==> src/rtl/idu1_scoreboard_pkg.sv <==
// Shared constants and helpers for the IDU1 register-hazard scoreboard.
package idu1_scoreboard_pkg;

    localparam int unsigned NUM_REGS            = 32;
    localparam int unsigned REG_FILE_ADDR_WIDTH = 5;
    localparam int unsigned ADDR_W              = REG_FILE_ADDR_WIDTH;
    localparam int unsigned MAX_OUTSTANDING     = 4;
    localparam int unsigned CNT_W               = $clog2(MAX_OUTSTANDING + 1);

    // One-hot decode of a register address; x0 decodes to an empty vector.
    function automatic logic [NUM_REGS-1:0] addr_onehot(input logic [ADDR_W-1:0] addr);
        logic [NUM_REGS-1:0] vec;
        vec = NUM_REGS'(1) << addr;
        vec[0] = 1'b0;
        return vec;
    endfunction

endpackage

==> src/rtl/idu1_scoreboard.sv <==
// Register-hazard scoreboard: tracks destinations of in-flight long ops (MUL/DIV/LOAD)
// and stalls IDU1 on RAW/WAW hazards or when the in-flight budget is exhausted.
module idu1_scoreboard
    import idu1_scoreboard_pkg::*;
(
    input  logic                clk,
    input  logic                rstn,
    input  logic                issue_valid,
    input  logic [ADDR_W-1:0]   issue_rs1_addr,
    input  logic                issue_rs1_rd_en,
    input  logic [ADDR_W-1:0]   issue_rs2_addr,
    input  logic                issue_rs2_rd_en,
    input  logic [ADDR_W-1:0]   issue_rd_addr,
    input  logic                issue_rd_wr_en,
    input  logic                issue_long,
    input  logic [ADDR_W-1:0]   wb_rd_addr,
    input  logic                wb_rd_wr_en,
    output logic                sb_stall,
    output logic                issue_accept,
    output logic [NUM_REGS-1:0] pending_mask,
    output logic [CNT_W-1:0]    outstanding_cnt
);

    logic [NUM_REGS-1:0] pending_q, pending_d;
    logic [CNT_W-1:0]    cnt_q, cnt_d;

    logic [NUM_REGS-1:0] clr_vec, set_vec, eff_mask;
    logic                raw1, raw2, waw, full;
    logic                inc, dec;

    // Hazard view with same-cycle writeback bypass; x0 never hazards.
    always_comb begin
        clr_vec  = wb_rd_wr_en ? addr_onehot(wb_rd_addr) : '0;
        eff_mask = pending_q & ~clr_vec;
        eff_mask[0] = 1'b0;

        dec  = wb_rd_wr_en & pending_q[wb_rd_addr];
        raw1 = issue_rs1_rd_en & eff_mask[issue_rs1_addr];
        raw2 = issue_rs2_rd_en & eff_mask[issue_rs2_addr];
        waw  = issue_rd_wr_en  & eff_mask[issue_rd_addr];
        full = issue_long & issue_rd_wr_en
             & (cnt_q == CNT_W'(MAX_OUTSTANDING)) & ~dec;

        sb_stall     = issue_valid & (raw1 | raw2 | waw | full);
        issue_accept = issue_valid & ~sb_stall;
    end

    // Next state: clear on writeback, then set for the new producer so a tie hands ownership over.
    always_comb begin
        inc     = issue_accept & issue_long & issue_rd_wr_en & (issue_rd_addr != '0);
        set_vec = inc ? addr_onehot(issue_rd_addr) : '0;

        pending_d    = (pending_q & ~clr_vec) | set_vec;
        pending_d[0] = 1'b0;

        cnt_d = cnt_q;
        case ({inc, dec})
            2'b10:   cnt_d = cnt_q + CNT_W'(1);
            2'b01:   cnt_d = cnt_q - CNT_W'(1);
            default: cnt_d = cnt_q;
        endcase
    end

    always_ff @(posedge clk or negedge rstn) begin
        if (!rstn) begin
            pending_q <= '0;
            cnt_q     <= '0;
        end else begin
            pending_q <= pending_d;
            cnt_q     <= cnt_d;
        end
    end

    assign pending_mask    = pending_q;
    assign outstanding_cnt = cnt_q;

    // The counter must always mirror the pending vector and stay within budget.
    a_cnt_matches_mask: assert property (@(posedge clk) disable iff (!rstn)
        (32'(cnt_q) == 32'($countones(pending_q))) && (32'(cnt_q) <= MAX_OUTSTANDING));

    a_no_dec_at_zero: assert property (@(posedge clk) disable iff (!rstn)
        !(dec && (cnt_q == '0)));

    a_x0_never_pending: assert property (@(posedge clk) disable iff (!rstn)
        !pending_q[0]);

endmodule

==> config.mk <==
export PLATFORM = sky130hd
export DESIGN_NAME = idu1_scoreboard
export DESIGN_NICKNAME = d
export VERILOG_FILES = /design/src/rtl/idu1_scoreboard_pkg.sv /design/src/rtl/idu1_scoreboard.sv
export SDC_FILE = /design/constraint.sdc
export NUM_CORES = 1
export LEC_CHECK = 0
export CORE_ASPECT_RATIO = 1.1
export CORE_MARGIN = 2
export CORE_UTILIZATION = 49
export DETAILED_ROUTE_END_ITERATION = 16
export PLACE_DENSITY = 0.78
export SYNTH_ARGS = -nofsm -noshare
export SYNTH_HDL_FRONTEND = slang
export SYNTH_SLANG_ARGS = --single-unit
==> constraint.sdc <==
create_clock -name clk -period 3.2 [get_ports clk]
set_input_delay 0.64 -clock clk [delete_from_list [all_inputs] [get_ports clk]]
set_output_delay 0.64 -clock clk [all_outputs]
set_load 0.01 [all_outputs]
-- After elaboration in Yosys (flattened, before gate mapping)
Index checks and enable logic that the tools add are counted.
- logic and storage cells: 46
- ROM bits: 0
- bits of input ports: 28
- bits in latches: 0
- memories kept: 0
- bits in registers: 34
- output and inout port bits: 37
- bits in writable memories: 0
- $mul: 0
- reduce and logical (&&, ||, !) cells: 2
- bitwise logic cells: 20
- shift operators: 2
- add/sub/neg operators: 2
- $lt $le $gt $ge: 4
- eq/ne operators: 3
- mux-type cells: 11
- div/mod/pow operators: 0
- operators with widths (kind ; count):
    $mux W32 ; 2
    $shl A1 B5 Y32 const A ; 2
    $and A32 B32 Y32 ; 1
    $not A32 Y32 ; 1
    $or A32 B32 Y32 ; 1
    $lt A5 B6 Y1 const B ; 4
    $bmux W1 S5 ; 4
    $and A1 B1 Y1 ; 12
    $pmux W3 S2 ; 1
    $reduce_bool A5 Y1 ; 1
    $mux W1 ; 4
    $add A3 B1 Y3 const B ; 1
    $eq A3 B3 Y1 const B ; 1
    $or A1 B1 Y1 ; 3
    $sub A3 B1 Y3 const B ; 1
    $eq A2 B1 Y1 const B ; 1
    $eq A2 B2 Y1 const B ; 1
    $not A1 Y1 ; 2
    $reduce_bool A2 Y1 ; 1

-- Logic depth before layout (Yosys ltp)
- depth after elaboration: 18
- gate-level depth with buffers: 16
- gate-level depth less buffers: 13

-- Worst setup path before layout
OpenSTA, ideal clock, no wires.
- kind: input to register
- start point: in wb_rd_addr[2]
- end point: reg cnt_q[2], in the netlist outstanding_cnt[2]
- setup slack: -403 ps
- cell stages on the path: 16
- setup time: 79 ps
- path buffers: 3
- data required time: 3121 ps
- data arrival time: 3524 ps
- cells stage by stage: buf_2 -> buf_4 -> mux4_2 -> a221oi_1 -> a21oi_1 -> a211o_1 -> or3_4 -> buf_6 -> and2_4 -> nand3_1 -> ha_1 -> inv_1 -> fa_1 -> xor2_1 -> nor2_1 -> xor2_1
- cells in the longest elaborated chain, start to end: 18
- elaborated cells between the ends (all ways): 31
- classes of those cells: eq/ne: 2; shift: 1; mux: 10; bitwise: 17; reduce/logical: 1
- ends and longest elaborated chain (what ; line ; text):
    start: declaration ; idu1_scoreboard.sv:16 ; input logic [ADDR_W-1:0] wb_rd_addr,
    $shl A1 B5 Y32 ; idu1_scoreboard_pkg.sv:13 ; vec = NUM_REGS'(1) << addr;
    $mux W32 ; idu1_scoreboard.sv:33 ; clr_vec = wb_rd_wr_en ? addr_onehot(wb_rd_addr) : '0;
    $not A32 Y32 ; idu1_scoreboard.sv:34 ; eff_mask = pending_q & ~clr_vec;
    $and A32 B32 Y32 ; idu1_scoreboard.sv:34 ;
    $bmux W1 S5 (on tied branches) ; idu1_scoreboard.sv:38, idu1_scoreboard.sv:39 ;
    $mux W1 (on tied branches) ; idu1_scoreboard.sv:38, idu1_scoreboard.sv:39 ;
    $and A1 B1 Y1 (on tied branches) ; idu1_scoreboard.sv:38, idu1_scoreboard.sv:39 ;
    $or A1 B1 Y1 (3 in a row) ; idu1_scoreboard.sv:44 ; sb_stall = issue_valid & (raw1 | raw2 | waw | full);
    $and A1 B1 Y1 ; idu1_scoreboard.sv:44 ;
    $not A1 Y1 ; idu1_scoreboard.sv:45 ; issue_accept = issue_valid & ~sb_stall;
    $and A1 B1 Y1 ; idu1_scoreboard.sv:45 ;
    $and A1 B1 Y1 (3 in a row) ; idu1_scoreboard.sv:50 ; inc = issue_accept & issue_long & issue_rd_wr_en & (issue_rd_addr != '0);
    $eq A2 B1 Y1 / $eq A2 B2 Y1 (equally long branches) ; idu1_scoreboard.sv:57 ; case ({inc, dec})
    $pmux W3 S2 / $reduce_bool A2 Y1 (equally long branches) ; n/a ;
    end signal: assignment ; idu1_scoreboard.sv:70 ; cnt_q <= cnt_d;
    end: declaration ; idu1_scoreboard.sv:25 ; logic [CNT_W-1:0] cnt_q, cnt_d;
Parallel ways exist; a longest one is shown, timed or not. The select of a mux whose other input is x is not followed.
A chain may end at the register's enable or synchronous reset.

-- Final worst setup path
- start point: in wb_rd_addr[1]
- end point: out sb_stall
- cells in the longest elaborated chain, start to end: 11
- elaborated cells between the ends (all ways): 22
- classes of those cells: shift: 1; mux: 9; bitwise: 12
- ends and longest elaborated chain (what ; line ; text):
    $shl A1 B5 Y32 ; idu1_scoreboard_pkg.sv:13 ;
    $mux W32 ; idu1_scoreboard.sv:33 ;
    $not A32 Y32 ; idu1_scoreboard.sv:34 ;
    $and A32 B32 Y32 ; idu1_scoreboard.sv:34 ;
    $bmux W1 S5 (on tied branches) ; idu1_scoreboard.sv:38, idu1_scoreboard.sv:39 ;
    $mux W1 (on tied branches) ; idu1_scoreboard.sv:38, idu1_scoreboard.sv:39 ;
    $and A1 B1 Y1 (on tied branches) ; idu1_scoreboard.sv:38, idu1_scoreboard.sv:39 ;
    $or A1 B1 Y1 (2 in a row) ; idu1_scoreboard.sv:44 ;
    $or A1 B1 Y1 (*) ; idu1_scoreboard.sv:44 ;
    $and A1 B1 Y1 (*) ; idu1_scoreboard.sv:44 ;
    end: declaration ; idu1_scoreboard.sv:18 ; output logic sb_stall,
Every way passes the cells marked *; elsewhere a longest branch is shown, timed or not. The select of a mux whose other input is x is not followed.

==> results.json <==
{
  "totalPowerFinal_mw": 1.86,
  "worst_skew_pair.late_latency_ns": 0.28,
  "violations": "setup timing",
  "pin_count": 65,
  "worst_path_max_delay_cell": "mux4_2",
  "outcome": "finished, violations left",
  "clk_pin_slew_ns": 0.07,
  "drt_iter0_markers": 482,
  "p_sw_frac": 0.376,
  "clock_skew_ns": 0.00857,
  "die_w_um": 86.4,
  "syn_avg_cell_area_um2": 8.53,
  "drive_gt1_frac": 0.420,
  "portBuffers": 63,
  "syn-cell-area_um2": 3660,
  "ys.flop_type": "dfrtp_1",
  "area_growth_pct": 62.9,
  "grt_remaining_overflow": 0,
  "fp.dieArea_um2": 8180,
  "place.gp.congestion": 1.00,
  "criticalPathCategory": "in2out",
  "nNetsFinal": 659,
  "ctsHoldBuffers": 0,
  "grt_pass1_wl_um": 25300,
  "h-tree-depth": 2,
  "switching_power_mw": 0.698,
  "multi_input_area_um2": 2870,
  "drt_wl_total_um": 16500,
  "cap_violations": 0,
  "grt_pass1_vias": 4837,
  "slowest_delay_ns": 0.50,
  "yosysWarnings": 0,
  "ir_drop_mv": 0.445,
  "cts_buffers": 5,
  "drc": 0,
  "p_leak_nw": 2.51,
  "cp_cell_sequence": "buf_8 -> buf_12 -> mux4_2 -> a221oi_2 -> a21oi_1 -> a211o_1 -> or3_4 -> and2_4 -> a21oi_2 -> buf_2",
  "power_frac_seq": 0.301,
  "async_reset_ff_frac": 1.00,
  "synth_edf_count": 0,
  "finalCritPeriodShare": 1.09,
  "fin_crit_ns": 3.47,
  "ant_nets": 0,
  "layout_setup_ws_ns": -0.275,
  "setup_tns_ns": -0.932,
  "cts_tree": "yes",
  "cts_buffer_depth": 2,
  "wire_per_inst_um": 23.1,
  "relSlewSlack": 0.625,
  "diodes": 0,
  "internal_power_mw": 1.16,
  "critPathMaxFanout": 5,
  "setup_viol": 4,
  "placementRows": 33,
  "clkPwrFrac": 0.158,
  "hpwl_um": 11800,
  "placed_cell_area_um2": 5340,
  "powerDensity_nw_per_um2": 312,
  "hold_viol": 0,
  "dr.pass1.iters": 6,
  "fill_cells": 459,
  "syn_inst": 429,
  "fp.dieH_um": 94.7,
  "grt_max_degree": 35,
  "start_kind": "input pin",
  "slew_viol_final": 0,
  "ys_seq_area_frac": 0.232,
  "max_freq_mhz": 288,
  "required_ns": 2.56,
  "grt_usage": 0.402,
  "cts.sinks": 34,
  "antenna_found_initial": 0,
  "cp.arrival_ns": 2.83,
  "synth_cell_types": 68,
  "cts_root_buf": "clkbuf_8",
  "syn-num-nets": 459,
  "tightestPinTransition_ns": 0.556,
  "hold_class": "reg2reg",
  "seq_area_um2": 851,
  "synth_seq_cells": 34,
  "share_comb_of_total_power": 0.541,
  "viasPerCell": 6.84,
  "stdcell_area_um2": 5960,
  "post-route-util": 0.811,
  "vias": 4894,
  "initial_core_util": 0.498,
  "core_area_um2": 7350,
  "end_kind": "output pin",
  "rsz0062_at_grt": "yes",
  "pre_cts_ws_ns": -1.26
}
power by group through the flow:
stage	registers [mW]	clock network [mW]	logic (mW)
5_1_grt	0.564	0.316	1.06
3_3_place_gp	0.559	0	0.869
2_1_floorplan	0.588	0	0.371
3_5_place_dp	0.561	0	0.881
6_report	0.559	0.294	1.00
4_1_cts	0.554	0.296	0.960
worst max-delay path: cells and delay by family:
kind                   cells  cell delay, ns
AOI/OAI and AO/OA          4            0.81
muxes                      1            0.50
and+or+nand+nor            2            0.53
buffers and inverters      3            0.36
final timing paths:
path                                                startpoint                        endpoint  slack, ns  cells after the start
worst min-delay path            outstanding_cnt[2]$_DFFE_PN0P_  outstanding_cnt[2]$_DFFE_PN0P_       0.53                      1
worst max-delay path                             wb_rd_addr[1]                        sb_stall      -0.27                     10
max in group asynchronous                                 rstn       pending_mask[3]$_DFF_PN0_       2.13                      2
worst max register to register      pending_mask[14]$_DFF_PN0_  outstanding_cnt[2]$_DFFE_PN0P_      -0.20                     15
worst min register to register  outstanding_cnt[2]$_DFFE_PN0P_  outstanding_cnt[2]$_DFFE_PN0P_       0.53                      1
min in group asynchronous                                 rstn      pending_mask[18]$_DFF_PN0_       0.75                      2
registers in the layout, indices dropped and copies added (netlist names):
signal,count
outstanding_cnt,3
pending_mask,31
layout by cell type, fill, tap and decap left out, types with 13 or more instances in the layout:
master           Yosys  final
o21ai_1             21     27
nand3_1             24     22
mux2i_1             22     22
nand4_1             13     13
nand2_1             20     18
nor2_1              27     27
buf_4                7    148
clkdlybuf4s50_1      0     51
dfrtp_1             34     34
o21ai_0             32     22
through the flow:
stage | hold slack [ns] | instances
finish | 0.533 | 716
global route | 0.560 | 716
CTS | 0.540 | 711
detailed placement | 0.524 | 686
global placement | 0.526 | 686
floorplan | 0.344 | 429
kinds of logic (layout without fill, tap and decap cells):
group,Yosys count,in the layout,share of synthesized area
xor gates and xnor gates,11,11,0.0263
AOI/OAI and AO/OA,134,134,0.257
and+or+nand+nor,153,154,0.247
DFF,34,34,0.232
buffers and inverters,53,252,0.0748
other,1,1,0.00102
muxes,41,41,0.152
adders and majority gates,2,2,0.00889
final cells by class:
class / count / share of cell area
Timing Repair Buffer: 231 / 0.336
Inverter: 14 / 0.00881
Sequential cell: 34 / 0.143
Multi-Input combinational cell: 343 / 0.482
Tap cell: 87 / 0.0183
Clock buffer: 7 / 0.0128
routing by layer:
metal	part of all wire	up-vias	global-route usage	wire length, um
li1	-	2071	-	-
met1	0.37	2300	0.515	6110
met2	0.47	406	0.663	7770
met3	0.096	117	0.0594	1580
met4	0.063	0	0.195	1050
met5	0	-	0	0
synth_stat cells, types with 3 or more instances:
master	instances	area share
buf_4	7	0.014
nand3b_1	5	0.010
inv_1	13	0.013
and4_1	3	0.0072
clkbuf_1	12	0.012
nand2_1	20	0.021
nor4_1	3	0.0051
dfrtp_1	34	0.23
mux2_2	7	0.022
nand3_1	24	0.033
o211ai_1	11	0.023
o2111ai_1	4	0.0096
nand2b_1	8	0.014
o21ai_0	32	0.044
nor3b_1	3	0.0062
o21ai_1	21	0.029
a31oi_1	5	0.0085
a2111oi_0	3	0.0072
nand4b_1	3	0.0072
or3_1	5	0.0085
buf_2	15	0.021
nor3_1	10	0.014
and3_1	6	0.010
o31ai_2	11	0.038
mux2i_1	22	0.060
a311o_1	3	0.0082
xnor2_1	6	0.014
nor2b_1	8	0.014
xor2_1	5	0.012
buf_6	4	0.012
mux4_2	11	0.068
a311oi_1	10	0.024
nand4_1	13	0.022
nor2_1	27	0.028
a21oi_1	14	0.019
what timing repair did:
item	4_1_cts	5_1_grt
endpoints found under the hold margin	0	0
pin swaps	23	18
cloned	4	0
resized for setup	113	20
buffers inserted	15	5
endpoints found under the setup margin	36	4
(Power assumes the default switching activity.)
